==> config.mk <==
export PLATFORM = sky130hd
export DESIGN_NAME = cpu_obi_arbiter
export DESIGN_NICKNAME = d
export VERILOG_FILES = /design/src/rtl/core_v_mini_mcu_pkg.sv /design/src/rtl/obi_pkg.sv /design/src/rtl/cpu_obi_id_fifo.sv /design/src/rtl/cpu_obi_arbiter.sv
export SDC_FILE = /design/constraint.sdc
export NUM_CORES = 1
export LEC_CHECK = 0
export CORE_AREA = 8 8 119 121
export DETAILED_ROUTE_END_ITERATION = 8
export DIE_AREA = 0 0 127 129
export PLACE_DENSITY = 0.68
export SETUP_SLACK_MARGIN = 0.05
export SYNTH_ARGS = -nofsm -noshare
export SYNTH_HDL_FRONTEND = slang
export SYNTH_SLANG_ARGS = --single-unit
==> constraint.sdc <==
create_clock -name clk_i -period 2.9 [get_ports clk_i]
set_input_delay 0.58 -clock clk_i [delete_from_list [all_inputs] [get_ports clk_i]]
set_output_delay 0.58 -clock clk_i [all_outputs]
set_load 0.005 [all_outputs]
==> src/rtl/core_v_mini_mcu_pkg.sv <==
// MCU-level configuration constants used as defaults by the CPU bus fabric.
package core_v_mini_mcu_pkg;

  localparam int unsigned NUM_CORES = 2;

  // An ID field is never narrower than one bit, even with a single core.
  function automatic int unsigned id_width(input int unsigned n);
    return (n > 1) ? $clog2(n) : 1;
  endfunction

endpackage

==> src/rtl/obi_pkg.sv <==
// OBI request/response bundles shared by the core-side and bus-side ports.
package obi_pkg;

  typedef struct packed {
    logic        req;
    logic        we;
    logic [3:0]  be;
    logic [31:0] addr;
    logic [31:0] wdata;
  } obi_req_t;

  typedef struct packed {
    logic        gnt;
    logic        rvalid;
    logic [31:0] rdata;
  } obi_resp_t;

endpackage

==> src/rtl/cpu_obi_id_fifo.sv <==
// Small FIFO holding the core index of each granted-but-unanswered transaction.
module cpu_obi_id_fifo #(
  parameter int unsigned DEPTH = 4,
  parameter int unsigned WIDTH = 1,
  localparam int unsigned PW = (DEPTH > 1) ? $clog2(DEPTH) : 1,
  localparam int unsigned CW = $clog2(DEPTH + 1)
) (
  input  logic             clk_i,
  input  logic             rst_i,
  input  logic             push_i,
  input  logic [WIDTH-1:0] data_i,
  input  logic             pop_i,
  output logic [WIDTH-1:0] data_o,
  output logic [CW-1:0]    count_o
);

  logic [WIDTH-1:0] mem [DEPTH];
  logic [PW-1:0]    wptr_reg;
  logic [PW-1:0]    rptr_reg;
  logic [CW-1:0]    count_reg;
  logic             do_push;
  logic             do_pop;

  assign do_push = push_i && (count_reg != CW'(DEPTH));
  assign do_pop  = pop_i && (count_reg != '0);

  // Head is read combinationally so responses reach the core in the same cycle.
  assign data_o  = mem[rptr_reg];
  assign count_o = count_reg;

  always_ff @(posedge clk_i) begin
    if (do_push) begin
      mem[wptr_reg] <= data_i;
    end
  end

  // DEPTH is a power of two, so pointer overflow is the modulo wrap.
  always_ff @(posedge clk_i) begin
    if (rst_i) begin
      wptr_reg  <= '0;
      rptr_reg  <= '0;
      count_reg <= '0;
    end else begin
      if (do_push) begin
        wptr_reg <= wptr_reg + 1'b1;
      end
      if (do_pop) begin
        rptr_reg <= rptr_reg + 1'b1;
      end
      if (do_push && !do_pop) begin
        count_reg <= count_reg + 1'b1;
      end else if (do_pop && !do_push) begin
        count_reg <= count_reg - 1'b1;
      end
    end
  end

endmodule

==> src/rtl/cpu_obi_arbiter.sv <==
// Round-robin OBI arbiter merging several core ports onto one bus port,
// routing in-order responses back by a FIFO of granted core indices.
module cpu_obi_arbiter
  import obi_pkg::*;
#(
  parameter int unsigned NUM_CORES       = core_v_mini_mcu_pkg::NUM_CORES,
  parameter int unsigned MAX_OUTSTANDING = 4,
  localparam int unsigned IDW = core_v_mini_mcu_pkg::id_width(NUM_CORES),
  localparam int unsigned CW  = $clog2(MAX_OUTSTANDING + 1)
) (
  input  logic                      clk_i,
  input  logic                      rst_i,
  input  obi_req_t  [NUM_CORES-1:0] core_req_i,
  output obi_resp_t [NUM_CORES-1:0] core_resp_o,
  output obi_req_t                  bus_req_o,
  input  obi_resp_t                 bus_resp_i,
  output logic [CW-1:0]             outstanding_o,
  output logic                      resp_err_o
);

  logic [IDW-1:0] rr_ptr_reg;
  logic           lock_valid_reg;
  logic [IDW-1:0] lock_idx_reg;
  logic           err_reg;

  logic [IDW:0]   cand;
  logic [IDW-1:0] rr_sel;
  logic           rr_found;
  logic           lock_hold;
  logic [IDW-1:0] sel;
  logic           sel_valid;
  logic [IDW-1:0] rr_ptr_next;
  logic [CW-1:0]  count;
  logic [IDW-1:0] head_id;
  logic           full;
  logic           bus_valid;
  logic           handshake;
  logic           rsp_hit;

  // Search upward from rr_ptr with wrap; first requester wins.
  always_comb begin
    rr_sel   = '0;
    rr_found = 1'b0;
    cand     = '0;
    for (int i = 0; i < NUM_CORES; i++) begin
      cand = {1'b0, rr_ptr_reg} + (IDW+1)'(i);
      if (cand >= (IDW+1)'(NUM_CORES)) begin
        cand = cand - (IDW+1)'(NUM_CORES);
      end
      if (!rr_found && core_req_i[cand[IDW-1:0]].req) begin
        rr_found = 1'b1;
        rr_sel   = cand[IDW-1:0];
      end
    end
  end

  // A pending ungranted request keeps the bus until gnt or until the core drops req.
  assign lock_hold = lock_valid_reg && core_req_i[lock_idx_reg].req;
  assign sel       = lock_hold ? lock_idx_reg : rr_sel;
  assign sel_valid = lock_hold || rr_found;

  assign full      = (count == CW'(MAX_OUTSTANDING));
  assign bus_valid = sel_valid && !full && !rst_i;
  assign bus_req_o = bus_valid ? core_req_i[sel] : '0;
  assign handshake = bus_valid && bus_resp_i.gnt;
  assign rsp_hit   = bus_resp_i.rvalid && (count != '0) && !rst_i;

  assign rr_ptr_next = (sel == IDW'(NUM_CORES - 1)) ? '0 : sel + 1'b1;

  always_ff @(posedge clk_i) begin
    if (rst_i) begin
      rr_ptr_reg     <= '0;
      lock_valid_reg <= 1'b0;
      lock_idx_reg   <= '0;
      err_reg        <= 1'b0;
    end else begin
      if (handshake) begin
        rr_ptr_reg <= rr_ptr_next;
      end
      lock_valid_reg <= bus_valid && !bus_resp_i.gnt;
      lock_idx_reg   <= sel;
      if (bus_resp_i.rvalid && (count == '0)) begin
        err_reg <= 1'b1;
      end
    end
  end

  cpu_obi_id_fifo #(
    .DEPTH (MAX_OUTSTANDING),
    .WIDTH (IDW)
  ) u_id_fifo (
    .clk_i   (clk_i),
    .rst_i   (rst_i),
    .push_i  (handshake),
    .data_i  (sel),
    .pop_i   (rsp_hit),
    .data_o  (head_id),
    .count_o (count)
  );

  genvar gi;
  for (gi = 0; gi < NUM_CORES; gi++) begin : g_resp
    assign core_resp_o[gi].gnt    = handshake && (sel == IDW'(gi));
    assign core_resp_o[gi].rvalid = rsp_hit && (head_id == IDW'(gi));
    assign core_resp_o[gi].rdata  = (rsp_hit && (head_id == IDW'(gi))) ? bus_resp_i.rdata : '0;
  end

  assign outstanding_o = count;
  assign resp_err_o    = err_reg;

endmodule

==> impl_results.md <==
* Clock Sinks at 17
* Largest net degree at the start of global routing at 39
* Placer congestion estimate at 0.812
* Clock Latency Late Sink at 0.25 ns
* CTS tree: done
* Die X at 127 um
* Synthesis-to-layout area growth at 134%
* CP endpoint kind: output port
* Main synth FF type: dfxtp_1
* Crit Path Class: input port to output port
* H-tree Lvls at 1
* Post-place instance area at 6290 um^2
* Unrepaired setup endpoints after global routing: true
* Post-synth design cell area at 2900 um^2
* Core Area at 12300 um^2
* DR vias at 4330
* Total GRT Usage at 19.0%
* Hold slack at 0.474 ns
* Grt ovf at 0
* CTS Buf Count at 3
* EDFF count, synth at 4
* Ports at 318
* Nets at 897
* Worst slew pin tran at 0.479 ns
* Library cells used by synthesis at 31
* # setup viols final at 0
* Hold_buf cts at 0
* Flops & latches, synth at 17
* First-pass GRT wire length at 24800 um
* Crit-path max FO at 32
* Final Hold Fails at 0
* Mapped Avg Cell Area at 7.22 um^2
* Cell mode on critical path: clkdlybuf4s50_1
* Crit path required time at 2.32 ns
* Antenna Nets Post-Route at 0
* ANT cells at 0
* DR vias/cell at 5.01
* Syn Inst Count at 402
* VDD IR max at 0.156 mV
* Seq/Total Area, Yosys at 13.1%
* Outcome: completed
* Post-route setup TNS at 0 ns
* Type of the most critical hold path: flip-flop to flip-flop
* Number of remaining DRC errors at 0
* Row Count at 41
* Syn nets at 584
* Pleak at 3.81 nW
* CTS Buffer Depth at 2
* Vias in the first global route at 4424
* Max-slew violations at 0
* Critical Path AT at 2.30 ns
* Slowest cell on the critical path: clkdlybuf4s50_1
* Max-Cap Viols at 0
* Initial antenna violation count at 0
* Initial core utilization at 23.6%
* Clock-pin slew on the worst setup and hold paths at 0.05 ns
* Crit start category: input port
* Die height at 129 um
* Layout cell share with drive strength beyond 1 at 8.96%
* Async SR Flop Fraction at 0%
* Die area at 16400 um^2
* DRT Wirelength at 16800 um
* DR iter-0 viols at 154
* Max Clock Freq at 347 MHz
* First-pass detailed-route iteration total at 4
* Port Buffers at 317
* Minimum clock period after layout at 2.88 ns
* Power per Cell Area at 318 nW/um^2
* Critical path cell sequence: clkdlybuf4s50_1, o31ai_2, nor2_4, buf_12, buf_16, and3_1, clkdlybuf4s50_1
* Clock Skew at 0.00348 ns
* Worst path max stage delay at 0.53 ns
* Root Buffer: clkbuf_16
* WL per Instance at 19.4 um
* Fin area at 6780 um^2
* Yosys warnings at 0
* Final period utilization at 99.4%
* Max_slew headroom at 68.1%
* Post-DP HPWL at 13000 um
per-layer routing:
metal | track usage (%) | vias up | wire (um)
li1 | - | 2103 | -
met1 | 18.2 | 1965 | 5760
met2 | 36.8 | 241 | 8770
met3 | 7.57 | 21 | 1900
met4 | 5.11 | 0 | 318
met5 | 0 | - | 0
cell usage in the layout, fill, tap and decap left out, types with 2 or more instances in the layout:
cell type and n:
clkdlybuf4s50_1 207, nand3_1 138, mux2i_1 72, and3_1 63, dlygate4sd2_1 63, dlymetal6s2s_1 46
buf_4 23, dfxtp_1 12, buf_12 9, nor2_1 8, inv_1 5, and2_1 5
ha_1 5, clkbuf_16 5, buf_16 5, a21oi_1 4, xor2_1 4, edfxtp_1 4
buf_6 3, mux2i_2 2, nor2b_1 2, o31ai_1 2, nand4_1 2, nor3_1 2
buf_8 2
stage by stage:
step	cells	power (mW)	worst slack (ns)	utilization, %
after floorplan	402	1.02	0.570	-
after global placement	844	1.79	-0.143	51.1
after detailed placement	844	1.82	-0.193	51.1
after CTS	858	2.13	-0.135	53.1
after global routing	864	2.32	-0.0360	55.1
final	864	2.15	0.0180	55.1
synth_stat cells, drive strengths merged, types with 2 or more instances:
cell type | instances | area (um^2)
a21oi | 4 | 20.0
and2 | 5 | 31.3
and3 | 64 | 400
buf | 32 | 223
clkbuf | 22 | 82.6
dfxtp | 13 | 260
edfxtp | 4 | 120
ha | 5 | 62.6
inv | 5 | 18.8
mux2i | 74 | 741
nand3 | 138 | 691
nand4 | 2 | 12.5
nor2 | 10 | 37.5
nor2b | 2 | 12.5
nor3 | 3 | 20.0
o31ai | 3 | 22.5
xor2 | 4 | 35.0
repair_timing:
item	in CTS	in global routing
pin swaps	0	1
cloned	5	2
endpoints found under the setup margin	85	84
setup buffers	5	4
gates resized for setup	78	56
area by class of cell:
class                           instances  area [um^2]
Clock inverter                          1         7.51
Inverter                                5         18.8
Multi-Input combinational cell        326         2270
Tap cell                              150          188
Clock buffer                            3         75.1
Fill cell                            1129         5530
Sequential cell                        17          382
Timing Repair Buffer                  362         3840
cells by family after synthesis:
| family | share of synthesized area [%] |
|---|---|
| muxes | 25.9 |
| AOI/OAI and AO/OA | 3.28 |
| adders and majority gates | 2.85 |
| DFF | 13.1 |
| buffers and inverters | 11.2 |
| xor gates and xnor gates | 1.21 |
| and+or+nand+nor | 42.5 |
worst max-delay path: cells and delay by family:
kind | cells | cell delay (ns)
buffers and inverters | 4 | 1.33
AND/OR/NAND/NOR | 2 | 0.29
AO/OA/AOI/OAI | 1 | 0.11
path summary, 6_finish.rpt:
kind | startpoint | to | slack, ns | cells past startpoint
min reg2reg | resp_err_o | resp_err_o | 0.47 | 2
max | bus_resp_i[32] | core_resp_o[12] | 0.02 | 7
min | resp_err_o | resp_err_o | 0.47 | 2
max reg2reg | u_id_fifo.count_o[0] | u_id_fifo.count_o[2] | 0.31 | 12
power breakdown:
group | total [mW] | switching (mW) | internal, mW
Clock | 0.283 | 0.0973 | 0.186
Sequential | 0.313 | 0.0317 | 0.281
Combinational | 1.56 | 0.697 | 0.859
Total | 2.15 | 0.826 | 1.33
No activity file was read; power rests on OpenSTA's default activity.
